--- config.mk ---
export PLATFORM = sky130hd
export DESIGN_NAME = sha256_msg_sched
export DESIGN_NICKNAME = d
export VERILOG_FILES = /design/src/rtl/sha256_pkg.sv /design/src/rtl/sha256_msg_sched.sv
export SDC_FILE = /design/constraint.sdc
export NUM_CORES = 1
export LEC_CHECK = 0
export CAP_MARGIN = 40
export CORE_UTILIZATION = 45
export DETAILED_ROUTE_END_ITERATION = 10
export DONT_BUFFER_PORTS = 1
export GPL_ROUTABILITY_DRIVEN = 0
export PLACE_DENSITY = 0.71
export SYNTH_ARGS = -nofsm -noshare
export SYNTH_HDL_FRONTEND = slang
export SYNTH_SLANG_ARGS = --single-unit
--- constraint.sdc ---
create_clock -name clk -period 11.34 [get_ports clk]
set_input_delay 1.701 -clock clk [delete_from_list [all_inputs] [get_ports clk]]
set_output_delay 1.701 -clock clk [all_outputs]
set_load 0.005 [all_outputs]
--- src/rtl/sha256_pkg.sv ---
// Shared SHA-256 types, constants and sigma helpers.
// Used by the message scheduler and the hash core.
package sha256_pkg;

    typedef logic [31:0] word_t;

    typedef enum logic [1:0] {
        IDLE = 2'd0,
        LOAD = 2'd1,
        RUN  = 2'd2
    } state_t;

    localparam word_t H0 = 32'h6a09e667;
    localparam word_t H1 = 32'hbb67ae85;
    localparam word_t H2 = 32'h3c6ef372;
    localparam word_t H3 = 32'ha54ff53a;
    localparam word_t H4 = 32'h510e527f;
    localparam word_t H5 = 32'h9b05688c;
    localparam word_t H6 = 32'h1f83d9ab;
    localparam word_t H7 = 32'h5be0cd19;

    function automatic word_t rotr(word_t x, int unsigned n);
        return (x >> n) | (x << (32 - n));
    endfunction

    function automatic word_t ssig0(word_t x);
        return rotr(x, 7) ^ rotr(x, 18) ^ (x >> 3);
    endfunction

    function automatic word_t ssig1(word_t x);
        return rotr(x, 17) ^ rotr(x, 19) ^ (x >> 10);
    endfunction

endpackage

--- src/rtl/sha256_msg_sched.sv ---
// SHA-256 message scheduler: accepts a padded block, pulses start,
// then streams W0..W63 from a 16-word sliding window.
module sha256_msg_sched
    import sha256_pkg::*;
(
    input  logic         clk,
    input  logic         rst_n,
    input  logic         blk_valid_i,
    input  logic [511:0] blk_data_i,
    output logic         blk_ready_o,
    output logic         start_o,
    output logic [31:0]  wt_o,
    output logic         wt_valid_o,
    output logic [5:0]   round_o,
    output logic         last_o
);

    state_t     state;
    state_t     state_n;
    word_t      w [16];
    word_t      w_nxt;
    logic [5:0] cnt;
    logic       run;

    // W[t+16] = s1(W[t+14]) + W[t+9] + s0(W[t+1]) + W[t], with w[0] = W[t]
    assign w_nxt = ssig1(w[14]) + w[9] + ssig0(w[1]) + w[0];

    assign run         = (state == RUN);
    assign blk_ready_o = (state == IDLE);
    assign start_o     = (state == LOAD);
    assign wt_valid_o  = run;
    assign wt_o        = run ? w[0] : '0;
    assign round_o     = run ? cnt : '0;
    assign last_o      = run && (cnt == 6'd63);

    // State register with synchronous active-low reset
    always_ff @(posedge clk) begin
        if (!rst_n) begin
            state <= IDLE;
        end else begin
            state <= state_n;
        end
    end

    // Next-state logic
    always_comb begin
        state_n = state;
        unique case (state)
            IDLE: if (blk_valid_i) state_n = LOAD;
            LOAD: state_n = RUN;
            RUN:  if (cnt == 6'd63) state_n = IDLE;
            default: state_n = IDLE;
        endcase
    end

    // Window load/shift and round counter
    always_ff @(posedge clk) begin
        if (!rst_n) begin
            cnt <= '0;
            for (int i = 0; i < 16; i++) begin
                w[i] <= '0;
            end
        end else begin
            unique case (state)
                IDLE: begin
                    if (blk_valid_i) begin
                        for (int i = 0; i < 16; i++) begin
                            w[i] <= blk_data_i[511 - 32*i -: 32];
                        end
                    end
                end
                LOAD: begin
                    cnt <= '0;
                end
                RUN: begin
                    for (int i = 0; i < 15; i++) begin
                        w[i] <= w[i+1];
                    end
                    w[15] <= w_nxt;
                    cnt   <= (cnt == 6'd63) ? 6'd0 : cnt + 6'd1;
                end
                default: cnt <= '0;
            endcase
        end
    end

endmodule

==> results.sh <==
export IMPL_wl_per_cell_um=27.8
export IMPL_cts_buffer_depth=3
export IMPL_status="finished, final reports clean"
export IMPL_endpoint_kind="flop"
export IMPL_h_tree_depth=2
export IMPL_grt_pass1_vias=17300
export IMPL_synth_area_um2=26700
export IMPL_grt_usage_pct=26.6
export IMPL_period_minus_slack_ns=4.88
export IMPL_cts_tree="yes"
export IMPL_drv_cap=0
export IMPL_r2r_end="w[0][507]"
export IMPL_cp_start_kind="flop"
export IMPL_timing_final_hold_violations=0
export IMPL_fin_nets=2758
export IMPL_avgViaCountPerCell=5.90
export IMPL_fin_skew_ns=0.0139
export IMPL_hp_class="flop to flop"
export IMPL_max_slew_margin_pct=28.5
export IMPL_dp_hpwl_um=62400
export IMPL_area_delta_synth_final_pct=9.45
export IMPL_syn_inst=2214
export IMPL_io_pins=557
export IMPL_num_fill_cells=5026
export IMPL_grt_pass1_wl_um=117000
export IMPL_synth_top_area_share_pct=57.6
export IMPL_syn_avg_cell_area_um2=12.1
export IMPL_wl_um=82400
export IMPL_die_h_um=246
export IMPL_clock_latency_ns=0.60
export IMPL_drc=0
export IMPL_synth_seq_cells=520
export IMPL_post_cts_setup_buffer_count=0
export IMPL_dpl_cell_count=2858
export IMPL_worst_pin_slew_ns=1.07
export IMPL_place_area_um2=27400
export IMPL_worstPathMaxFanout=4
export IMPL_powerDensity_nw_per_um2=233
export IMPL_syn_num_nets=2823
export IMPL_numCtsBuffers=54
export IMPL_reg2reg_slack_ns=6.46
export IMPL_cp_required_ns=11.69
export IMPL_crit_chain="xnor2_1 > xnor2_1 > fa_1 > inv_1 > fa_1 > inv_1 > ha_1 > inv_1 > fa_1 > and2b_1 > o2111ai_2 > a21bo_1 > a2111oi_4 > a31oi_1 > and3_1 > o31a_1"
export IMPL_clk_pin_slew_worst_paths_ns=0.06
export IMPL_synthDistinctLibCells=59
export IMPL_power_leakage_nw=11.3
export IMPL_synthFlopType="edfxtp_1"
export IMPL_antenna_found_initial=5
export IMPL_yosys_top_cells_count="edfxtp_1 (512), nand2_1 (408), a22o_1 (293)"
export IMPL_timing_rr_start="w[0][466]"
export IMPL_vias=17500
export IMPL_fmax_mhz=205
export IMPL_cp_arrival_ns=5.22
export IMPL_rsz0062_at_grt="false"
export IMPL_cpMaxStageDelayCell="edfxtp_1"
export IMPL_synth_async_reset_ratio_pct=0
export IMPL_die_w_um=246
export IMPL_grt_max_degree=216
export IMPL_clock_sinks=520
export IMPL_whs_ns=0.530
export IMPL_setup_viol=0
export IMPL_ys_seq_area_share_pct=58.2
export IMPL_grt_overflow_total=0
export IMPL_port_buffers=0
export IMPL_synth_edff_count=512
export IMPL_synthTopCellsByArea="edfxtp_1 (58%), a22o_1 (9.6%), nand2_1 (5.7%), a21boi_0 (4.7%), fa_1 (4.6%)"
export IMPL_ff2ff_path_depth=16
export IMPL_cts_resized=0
export IMPL_first_pass_iters=6
export IMPL_initial_core_util_pct=45.9
export IMPL_layoutNonFillerInstCount=2960
export IMPL_fin_crit_sh_pct=43.0
export IMPL_yosysWarnings=0
export IMPL_hold_depth=1
export IMPL_core_um2=58100
export IMPL_min_from="w[0][257]"
export IMPL_ctsHoldBuffers=0
export IMPL_yosysMostFrequentCell="edfxtp_1"
export IMPL_ant_nets=0
export IMPL_clock_root_buffer="clkbuf_16"
export IMPL_finalMaxSlewViolations=0
export IMPL_critical_path_max_stage_delay_ns=0.49
export IMPL_final_area_um2=29200
export IMPL_worstHoldEndpoint="w[0][225]"
export IMPL_ir_drop_v=0.000156
export IMPL_drive_above_1_share_pct=5.75
export IMPL_num_rows=88
export IMPL_synth_top_area_cell="edfxtp_1"
export IMPL_die_area_um2=60300
export IMPL_power_mw=6.82
export IMPL_fin_setup_tns_ns=0
export IMPL_critPathKind="flop to flop"
export IMPL_dr_first_iter_drc_count=1903
==> cells in the final DEF, fill, tap and decap left out, types with 9 or more instances in the layout <==
master and count:
a21boi_0 168, a21o_1 20, a21oi_1 33, a22o_1 293
and2_1 49, buf_4 15, clkbuf_1 10, clkbuf_16 55
clkinv_2 13, edfxtp_1 512, fa_1 62, ha_1 32
inv_1 149, nand2_1 405, nand3_1 13, nand4_1 10
nor2_1 28, nor3_1 9, o21ai_0 60, xnor2_1 115
xor2_1 24
==> worst max-delay path by stage <==
stage | cells past startpoint | endpoint | slack (ns) | from
floorplan | 4 | w[0][100] | 3.59 | rst_n
global placement | 5 | w[0][320] | 6.66 | rst_n
detailed placement | 16 | w[0][509] | 6.55 | w[0][466]
CTS | 16 | w[0][507] | 6.51 | w[0][466]
global route | 16 | w[0][509] | 6.17 | w[0][468]
finish | 16 | w[0][507] | 6.46 | w[0][466]
==> worst max-delay path, delay by kind of cell, from the launching register on <==
| kind | cells | cell delay [ns] |
|---|---|---|
| flops | 1 | 0.49 |
| buf+inv | 3 | 0.25 |
| simple gates | 2 | 0.47 |
| xor+xnor | 2 | 0.56 |
| fa+ha+maj | 4 | 1.56 |
| compound gates | 5 | 1.30 |
==> layout make-up <==
type | instances | area, µm² | share of cell area, %
antenna | 2 | 5.00 | 0.0171
clock buffer | 69 | 1470 | 5.03
clock inverter | 31 | 303 | 1.04
inverter | 150 | 568 | 1.94
multi-input combinational | 1400 | 10100 | 34.5
sequential | 520 | 15500 | 53.2
tap | 765 | 957 | 3.28
timing repair buffer | 23 | 303 | 1.04
==> metrics by stage <==
step	worst slack (ns)	utilization [%]
final	6.46	50.3
after CTS	6.51	50.3
after global placement	6.66	46.9
after detailed placement	6.55	47.2
after global routing	6.17	50.3
after floorplan	3.59	-
==> logic make-up (layout without fill, tap and decap cells) <==
group / count (synthesis) / count (layout) / synth area share, %
AOI/OAI and AO/OA: 621 / 621 / 18.2
and+or+nand+nor: 544 / 544 / 8.59
DFF: 520 / 520 / 58.2
buffers and inverters: 294 / 273 / 4.19
xor gates and xnor gates: 139 / 139 / 4.56
adders and majority gates: 94 / 94 / 6.15
muxes: 2 / 2 / 0.0750
other: 0 / 2 / 0
==> sequential cells by signal (all words and copies together) (netlist names) <==
register / cells
cnt: 6
state: 2
w: 512
==> power breakdown <==
group | internal, mW | switching (mW) | leakage [nW]
logic | 0.921 | 1.57 | 4.79
clock network | 1.03 | 0.758 | 0.878
registers | 2.38 | 0.148 | 5.62
==> per-layer routing <==
layer | vias up | wire length, µm | GRT usage [%]
li1 | 7865 | - | -
met1 | 8562 | 33700 | 35.9
met2 | 906 | 38000 | 42.0
met3 | 130 | 8720 | 7.76
met4 | 8 | 1920 | 6.87
met5 | - | 45 | 0
(Power assumes the default switching activity.)
